$ cat config.mk
export PLATFORM = sky130hd
export DESIGN_NAME = input_conditioner
export DESIGN_NICKNAME = d
export VERILOG_FILES = /design/src/rtl/alarm_pkg.sv /design/src/rtl/debounce_bit.sv /design/src/rtl/input_conditioner.sv
export SDC_FILE = /design/constraint.sdc
export NUM_CORES = 1
export LEC_CHECK = 0
export ABC_CLOCK_PERIOD_IN_PS = 3880
export CORE_UTILIZATION = 59
export CTS_CLUSTER_DIAMETER = 150
export DETAILED_ROUTE_END_ITERATION = 16
export GPL_TIMING_DRIVEN = 0
export PLACE_DENSITY_LB_ADDON = 0.3
export SETUP_SLACK_MARGIN = 0.15
export SLEW_MARGIN = 20
export SYNTH_ARGS = -nofsm -noshare
export SYNTH_HDL_FRONTEND = slang
export SYNTH_SLANG_ARGS = --single-unit
$ cat constraint.sdc
create_clock -name clock -period 3.88 [get_ports clock]
set_input_delay 0.776 -clock clock [delete_from_list [all_inputs] [get_ports clock]]
set_output_delay 0.776 -clock clock [all_outputs]
set_load 0.03 [all_outputs]
$ cat src/rtl/alarm_pkg.sv
// Shared constants for the anti-theft alarm input front-end.
// Index localparams name the bit positions of the six-bit panel input vector.
package alarm_pkg;

    localparam int unsigned DEFAULT_DEBOUNCE_CYCLES = 16;
    localparam int unsigned DEFAULT_CNT_W           = 5;

    localparam int unsigned NUM_INPUTS      = 6;
    localparam int unsigned IDX_IGNITION    = 0;
    localparam int unsigned IDX_DOOR_DRIVER = 1;
    localparam int unsigned IDX_DOOR_PASS   = 2;
    localparam int unsigned IDX_REPROGRAM   = 3;
    localparam int unsigned IDX_BRAKE       = 4;
    localparam int unsigned IDX_HIDDEN_SW   = 5;

endpackage

$ cat src/rtl/debounce_bit.sv
// One raw input: two-flop synchronizer followed by a saturating-run debounce filter.
// The stable value flips only after DEBOUNCE_CYCLES consecutive differing samples.
module debounce_bit
    import alarm_pkg::*;
#(
    parameter int unsigned DEBOUNCE_CYCLES = DEFAULT_DEBOUNCE_CYCLES,
    parameter int unsigned CNT_W           = DEFAULT_CNT_W
) (
    input  logic clock,
    input  logic reset,
    input  logic raw,
    output logic stable
);

    localparam logic [CNT_W-1:0] CNT_MAX = CNT_W'(DEBOUNCE_CYCLES - 1);

    logic             s1;
    logic             s2;
    logic [CNT_W-1:0] cnt;

    // Any return to equality discards the run, so counts never accumulate.
    always_ff @(posedge clock) begin
        if (reset) begin
            s1     <= 1'b0;
            s2     <= 1'b0;
            stable <= 1'b0;
            cnt    <= '0;
        end else begin
            s1 <= raw;
            s2 <= s1;
            if (s2 == stable) begin
                cnt <= '0;
            end else if (cnt == CNT_MAX) begin
                stable <= s2;
                cnt    <= '0;
            end else begin
                cnt <= cnt + CNT_W'(1);
            end
        end
    end

endmodule

$ cat src/rtl/input_conditioner.sv
// Alarm panel input front-end: six debounced levels plus a reprogram rising-edge pulse.
// Define INPUT_CONDITIONER_EVENTS_EN to add door_open_evt and ignition_off_evt pulses.
module input_conditioner
    import alarm_pkg::*;
#(
    parameter int unsigned DEBOUNCE_CYCLES = DEFAULT_DEBOUNCE_CYCLES,
    parameter int unsigned CNT_W           = DEFAULT_CNT_W
) (
    input  logic clock,
    input  logic reset,
    input  logic ignition_raw,
    input  logic door_driver_raw,
    input  logic door_pass_raw,
    input  logic reprogram_raw,
    input  logic brake_raw,
    input  logic hidden_sw_raw,
    output logic ignition,
    output logic door_driver,
    output logic door_pass,
    output logic reprogram,
    output logic reprogram_pulse,
    output logic brake,
    output logic hidden_sw
`ifdef INPUT_CONDITIONER_EVENTS_EN
    ,
    output logic door_open_evt,
    output logic ignition_off_evt
`endif
);

    logic [NUM_INPUTS-1:0] raw_vec;
    logic [NUM_INPUTS-1:0] stable_vec;
    logic                  reprogram_d;

    assign raw_vec[IDX_IGNITION]    = ignition_raw;
    assign raw_vec[IDX_DOOR_DRIVER] = door_driver_raw;
    assign raw_vec[IDX_DOOR_PASS]   = door_pass_raw;
    assign raw_vec[IDX_REPROGRAM]   = reprogram_raw;
    assign raw_vec[IDX_BRAKE]       = brake_raw;
    assign raw_vec[IDX_HIDDEN_SW]   = hidden_sw_raw;

    for (genvar i = 0; i < NUM_INPUTS; i++) begin : g_db
        debounce_bit #(
            .DEBOUNCE_CYCLES(DEBOUNCE_CYCLES),
            .CNT_W          (CNT_W)
        ) u_db (
            .clock (clock),
            .reset (reset),
            .raw   (raw_vec[i]),
            .stable(stable_vec[i])
        );
    end

    // Outputs come straight from the filter flops; no raw-to-output path.
    assign ignition    = stable_vec[IDX_IGNITION];
    assign door_driver = stable_vec[IDX_DOOR_DRIVER];
    assign door_pass   = stable_vec[IDX_DOOR_PASS];
    assign reprogram   = stable_vec[IDX_REPROGRAM];
    assign brake       = stable_vec[IDX_BRAKE];
    assign hidden_sw   = stable_vec[IDX_HIDDEN_SW];

    // Both delay and pulse reset to 0, so reset release never looks like an edge.
    always_ff @(posedge clock) begin
        if (reset) begin
            reprogram_d     <= 1'b0;
            reprogram_pulse <= 1'b0;
        end else begin
            reprogram_d     <= reprogram;
            reprogram_pulse <= reprogram & ~reprogram_d;
        end
    end

`ifdef INPUT_CONDITIONER_EVENTS_EN
    logic door_any;
    logic door_any_d;
    logic ignition_d;

    // Edge on the OR of both doors: a second door opening is not a new event.
    assign door_any = door_driver | door_pass;

    always_ff @(posedge clock) begin
        if (reset) begin
            door_any_d       <= 1'b0;
            ignition_d       <= 1'b0;
            door_open_evt    <= 1'b0;
            ignition_off_evt <= 1'b0;
        end else begin
            door_any_d       <= door_any;
            ignition_d       <= ignition;
            door_open_evt    <= door_any & ~door_any_d;
            ignition_off_evt <= ~ignition & ignition_d;
        end
    end
`endif

endmodule

==> metrics.csv, run 1 <==
stage,metric,value,unit
outcome,status,"complete, no violations",
power_and_ir_drop,Peak VDD IR,301,uV
cells_and_area,share of cells above drive strength 1,7.89,%
power_and_ir_drop,Final Total Pwr,772,uW
critical_path,CP Max Fanout,4,
floorplanning,Initial Util,63.5,%
critical_path,CP peak stage delay,0.69,ns
logic_synthesis,average size of a mapped cell,10.6,um2
placed_design,dpl hpwl,1800,um
floorplanning,Die X-Extent,57.0,um
cts,Post-CTS Hold Buffers,0,
timing,post-route setup slack,1.65,ns
logic_synthesis,Post-Syn Area,1780,um2
power_and_ir_drop,Lkg Pwr,0.000778,uW
cells_and_area,post-layout util,71.9,%
floorplanning,I/O pin cnt,15,
cells_and_area,Total Nets Final,209,
power_and_ir_drop,Pwr per Cell Area,383,nW/um2
cts,Skew-Pair Late Insertion Delay,0.35,ns
global_routing,GRT overflow,0,
cells_and_area,ant diodes,0,
floorplanning,die footprint,3240,um2
cts,CTS tree,yes,
cts,Root Buffer,clkbuf_4,
critical_path,CP Data Required Time,3.10,ns
critical_path,Worst Setup End Kind,primary output,
global_routing,first-pass GRT wire length,4150,um
drt,initial DRC count,19,
critical_path,CP Class,reg -> out,
logic_synthesis,Synth Register Bits,50,
drt,DRC errors left,0,
cts,Max Buffers Root-to-Sink,2,
timing,Post-Route Skew,0.0110,ns
timing,Fin. Hold Viols,0,
cts,clk slew on worst S/H paths,0.14,ns
drt,drt pass-1 iters,4,
global_routing,vias in the first global route,1068,
global_routing,initial antenna violation count,0,
drt,ANT nets after route,0,
timing,setup TNS,0,ns
cells_and_area,P&R area growth vs syn,13.1,%
critical_path,crit path buf inv count,1,
global_routing,GRT Util Overall,16.7,%
critical_path,Top Family by Delay on Critical Path,buffers and inverters,
critical_path,cells along the critical path,clkdlybuf4s50_1,
timing,max frequency,448,MHz
cts,H-tree depth,2,
timing,Final min period,2.23,ns
critical_path,"Slowest-stage cell, CP",clkdlybuf4s50_1,
drt,Vias/cell,4.95,
floorplanning,row count,19,
placed_design,Final GP Congestion,0.679,
timing,Final Slew Violations,0,
timing,Setup Viol. Count Final,0,
floorplanning,core area,2810,um2
logic_synthesis,Mapped Cells,168,
cts,total CTS buffers,5,
drt,via count,1095,
timing,Worst slew margin,79.1,%
critical_path,Arrival @ worst endpoint,1.46,ns
cts,Post-CTS Resized,0,
cells_and_area,fin cells,221,
placed_design,Port Buffer Count,14,
logic_synthesis,Yosys cell types,12,
floorplanning,die height,57.0,um
logic_synthesis,synth warn,0,
hold_path,Worst Hold Class,reg -> reg,
logic_synthesis,register area share after synthesis,56.2,%
drt,wire length per cell,10.7,um
timing,RSZ-0062 raised after global routing,no,
timing,Worst Tran Pin Value,0.313,ns
placed_design,Placed Cells,213,
timing,"Period Utilization, post-route",57.6,%
cts,Post-CTS Setup Inserts,0,
logic_synthesis,Mapped Nets,188,
drt,WL final,2370,um
cts,clock sink count,50,
critical_path,startpoint class of the critical path,flip-flop,
placed_design,worst slack at placement,1.71,ns
global_routing,largest net degree at the start of global routing,16,
job,max cap viols,0,
==> layout make-up <==
type                    count  area, um2
flip-flops and latches     50       1000
fillers                   185        790
multi-input cells         104        726
repair buffers             14        140
inverters                  12       45.0
clock buffers               6       41.3
well taps                  31       38.8
clock inverters             2       13.8
plain buffers               2       10.0
==> cells in the final DEF, fill, tap and decap left out <==
cell	synthesis	routed
and3_1	6	6
buf_2	2	2
clkbuf_1	0	1
clkbuf_4	0	5
clkdlybuf4s50_1	0	14
clkinv_2	0	1
clkinv_4	0	1
dfxtp_1	50	50
ha_1	12	12
inv_1	12	12
mux2i_1	6	6
nand3_1	6	6
nor2_1	36	36
nor2b_1	14	14
or3_4	6	6
xnor2_1	12	12
xor2_1	6	6
==> metrics by stage <==
| step | cell area (um2) | hold slack [ns] |
|---|---|---|
| after floorplan | 1780 | 0.367 |
| after global placement | 1960 | 0.378 |
| after detailed placement | 1960 | 0.396 |
| after CTS | 2020 | 0.416 |
| after global routing | 2020 | 0.428 |
| final | 2020 | 0.415 |
==> path summary, 6_finish.rpt <==
path                                    startpoint                              to  slack [ns]  cells after the start
hold reg to reg             reprogram_d$_SDFF_PP0_      reprogram_pulse$_SDFF_PP0_        0.41                      1
setup / recovery  g_db[3].u_db.stable$_SDFFE_PP0P_                       reprogram        1.65                      1
hold / removal              reprogram_d$_SDFF_PP0_      reprogram_pulse$_SDFF_PP0_        0.41                      1
setup reg to reg    g_db[0].u_db.cnt[0]$_SDFF_PP0_  g_db[0].u_db.cnt[2]$_SDFF_PP0_        2.32                      5
==> routing by layer <==
layer	GRT usage, %	share of wire, %	up-vias
li1	-	-	575
met3	5.22	3.8	2
met5	0	0	-
met1	17.8	45	500
met4	8.36	0.76	0
met2	29.7	50	18
==> worst register-to-register path: stages (launching register included) <==
cell and delay (ns):
dfxtp_1 0.35, ha_1 0.22, and3_1 0.20, ha_1 0.21, or3_4 0.42, nor2_1 0.11
==> cell families (layout without fill, tap and decap cells) <==
kind of cell	after synthesis	in the layout	synth area share [%]
adder cells (fa/ha/maj)	12	12	8.43
multiplexers	6	6	3.37
buffers and inverters	14	36	3.09
flip-flops	50	50	56.2
AND/OR/NAND/NOR	68	68	20.1
XOR/XNOR	18	18	8.85
==> flip-flops by register name, indices dropped and copies added (netlist names) <==
register,count
g_db.u_db.cnt,30
g_db.u_db.s1,6
g_db.u_db.s2,6
g_db.u_db.stable,6
reprogram_d,1
reprogram_pulse,1
==> report_power, final <==
part / internal, uW / switching (uW)
combinational: 14.5 / 9.82
sequential: 521 / 3.78
clock: 71.5 / 151
total: 607 / 165
==> synth_stat cells <==
cell	n	area share, %
dfxtp_1	50	56
xnor2_1	12	5.9
nor2b_1	14	4.9
xor2_1	6	2.9
ha_1	12	8.4
or3_4	6	3.8
buf_2	2	0.56
mux2i_1	6	3.4
nand3_1	6	1.7
inv_1	12	2.5
nor2_1	36	7.6
and3_1	6	2.1
(Power assumes the default switching activity.)
==> inputs of run 2 (changes only) <==
ABC_CLOCK_PERIOD_IN_PS = 2300   (was 3880)
CORE_UTILIZATION = 55   (was 59)
clock period = 2.3 ns   (was 3.88 ns; I/O delays follow)
==> run 2 against run 1 <==
- hold slack worse by 0.020 ns
- cell area is 0.43% higher
- core utilization is 5.5 points lower
- combinational power is 70% higher
- die area is 7.0% higher
- critical path depth stayed put
- global-route usage is 1.3 points higher
- largest cell class unchanged
==> metrics.csv, run 2 (same netlist as run 1, synthesis figures left out) <==
stage,metric,value,unit,change
outcome,status,"complete, no violations",,
floorplanning,row count,20,,+1
critical_path,"Slowest-stage cell, CP",clkdlybuf4s50_1,,
critical_path,Worst Reg-to-Reg Cells,5,,unchanged
cells_and_area,ant diodes,0,,unchanged
cts,clock sink count,50,,unchanged
power_and_ir_drop,Peak VDD IR,557,uV,+85%
drt,WL final,2410,um,+1.8%
floorplanning,Die X-Extent,58.9,um,+3.4%
timing,Post-Route Skew,0.00711,ns,-0.00394 ns
critical_path,Worst Setup EP,reprogram,,
power_and_ir_drop,Pwr per Cell Area,637,nW/um2,+66%
cells_and_area,"commonest cells after routing, fill and taps aside","dfxtp_1, nor2_1, nor2b_1, clkdlybuf4s50_1",,
cts,total CTS buffers,5,,unchanged
hold_path,Worst Hold Class,reg -> reg,,
drt,wire length per cell,10.4,um,-3.5%
cells_and_area,Largest Register,g_db.u_db.cnt,,
critical_path,Arrival @ worst endpoint,1.46,ns,about the same
cts,Post-CTS Setup Inserts,0,,unchanged
power_and_ir_drop,Internal Power,1010,uW,+67%
global_routing,largest net degree at the start of global routing,15,,-1
power_and_ir_drop,combinational power share,3.2,%,about the same
placed_design,Port Buffer Count,14,,unchanged
cts,Skew-Pair Late Insertion Delay,0.36,ns,about the same
power_and_ir_drop,sequential share of power,68.6,%,+0.6 points
timing,max frequency,520,MHz,
global_routing,first-pass GRT wire length,4490,um,+8.1%
drt,DRC errors left,0,,unchanged
cts,Post-CTS Resized,0,,unchanged
floorplanning,die height,58.9,um,+3.4%
timing,setup TNS,0,ns,unchanged
placed_design,Final GP Congestion,0.684,,+0.72%
critical_path,cells along the critical path,clkdlybuf4s50_1,,
critical_path,CP peak stage delay,0.69,ns,about the same
timing,RSZ-0062 raised after global routing,no,,
placed_design,dpl hpwl,1780,um,-0.70%
cells_and_area,P&R area growth vs syn,13.6,%,
critical_path,CP Depth,1,,unchanged
floorplanning,die footprint,3470,um2,+7.0%
timing,Fin. Hold Viols,0,,unchanged
cts,Post-CTS Hold Buffers,0,,unchanged
cts,CTS tree,yes,,
global_routing,vias in the first global route,1169,,+9.5%
drt,initial DRC count,49,,+30
critical_path,critical register-to-register path endpoint,g_db[4].u_db.cnt[3]$_SDFF_PP0_,,
job,max cap viols,0,,unchanged
drt,ANT nets after route,0,,unchanged
timing,Setup Viol. Count Final,0,,unchanged
cells_and_area,"most common cell after layout, fill and taps aside",dfxtp_1,,
floorplanning,Initial Util,58.4,%,-5.2 points
timing,Final Slew Violations,0,,unchanged
global_routing,GRT overflow,0,,unchanged
drt,drt pass-1 iters,3,,-1
placed_design,worst slack at placement,0.473,ns,-1.24 ns
timing,Worst Tran Pin Value,0.322,ns,+0.00848 ns
floorplanning,core area,3050,um2,+8.8%
critical_path,flop2flop setup slack,0.73,ns,-1.59 ns
timing,Final min period,1.92,ns,
global_routing,GRT Util Overall,18.1,%,+1.3 points
critical_path,r2r startpoint,g_db[4].u_db.cnt[0]$_SDFF_PP0_,,
cells_and_area,max reg flops,30,,unchanged
cells_and_area,share of cells above drive strength 1,7.94,%,+0.042 points
timing,Worst slew margin,78.5,%,-0.57 points
cts,Max Buffers Root-to-Sink,2,,unchanged
power_and_ir_drop,Switching Share,21.4,%,+0.040 points
timing,"Period Utilization, post-route",83.6,%,
drt,Vias/cell,4.62,,-6.7%
power_and_ir_drop,Clock power frac,28.2,%,-0.7 points
cts,H-tree depth,2,,unchanged
critical_path,CP Data Required Time,1.84,ns,-1.26 ns
cts,clk slew on worst S/H paths,0.13,ns,about the same
critical_path,Top Family by Delay on Critical Path,buffers and inverters,,
critical_path,Critical path origin,g_db[3].u_db.stable$_SDFFE_PP0P_,,
floorplanning,I/O pin cnt,15,,unchanged
critical_path,startpoint class of the critical path,flip-flop,,
critical_path,crit path buf inv count,1,,unchanged
timing,final hold slack,0.395,ns,-0.0196 ns
power_and_ir_drop,Lkg Pwr,0.000777,uW,-0.18%
global_routing,initial antenna violation count,0,,unchanged
critical_path,CP Max Fanout,4,,unchanged
critical_path,CP Class,reg -> out,,
critical_path,Worst Setup End Kind,primary output,,
cts,Root Buffer,clkbuf_4,,
cells_and_area,Total Nets Final,209,,unchanged
drt,via count,1077,,-1.6%
power_and_ir_drop,Net Sw Power,276,uW,+67%
timing,post-route setup slack,0.376,ns,-1.27 ns
==> run 2: changes by cell type in the layout (fill, tap and decap cells not counted), sizes merged <==
cell,change
clkbuf,-1
==> run 2: how the worst min path moves through the flow <==
stage | from | endpoint | slack, ns | cells after the start
after floorplan | reprogram_d$_SDFF_PP0_ | reprogram_pulse$_SDFF_PP0_ | 0.37 | 1
after global placement | reprogram_d$_SDFF_PP0_ | reprogram_pulse$_SDFF_PP0_ | 0.38 | 1
after detailed placement | reprogram_d$_SDFF_PP0_ | reprogram_pulse$_SDFF_PP0_ | 0.38 | 1
after CTS | reprogram_d$_SDFF_PP0_ | reprogram_pulse$_SDFF_PP0_ | 0.40 | 1
after global routing | reprogram_d$_SDFF_PP0_ | reprogram_pulse$_SDFF_PP0_ | 0.43 | 1
final | reprogram_d$_SDFF_PP0_ | reprogram_pulse$_SDFF_PP0_ | 0.40 | 1
==> run 2: layout make-up <==
class / count / area (um2)
fill: 254 / 1030
sequential: 50 / 1000
multi-input combinational: 104 / 726
timing repair buffer: 14 / 140
tap: 44 / 55.1
inverter: 12 / 45.0
clock buffer: 5 / 37.5
clock inverter: 2 / 10.0
buffer: 2 / 10.0
==> run 2: layer usage <==
metal	vias to the layer above	part of all wire, %	global-route usage, %
met5	-	0	0
met4	0	3.3	13.9
met1	478	45	18.0
met2	21	48	31.2
met3	8	3.7	5.49
li1	570	-	-
==> run 2: stage by stage <==
step / power (uW) / cell area [um2] / utilization [%] / std cells
floorplan: 927 / 1780 / - / 168
global placement: 944 / 1980 / 64.8 / 226
detailed placement: 946 / 1980 / 64.8 / 226
CTS: 1310 / 2020 / 66.3 / 233
global route: 1340 / 2020 / 66.3 / 233
finish: 1290 / 2020 / 66.3 / 233
==> run 2: power groups by stage <==
| stage | logic (uW) | registers, uW | clock network [uW] |
|---|---|---|---|
| after floorplan | 23.9 | 903 | 0 |
| after global placement | 40.0 | 904 | 0 |
| after detailed placement | 41.5 | 905 | 0 |
| after CTS | 41.7 | 885 | 381 |
| after global routing | 46.3 | 888 | 411 |
| final | 41.3 | 885 | 364 |
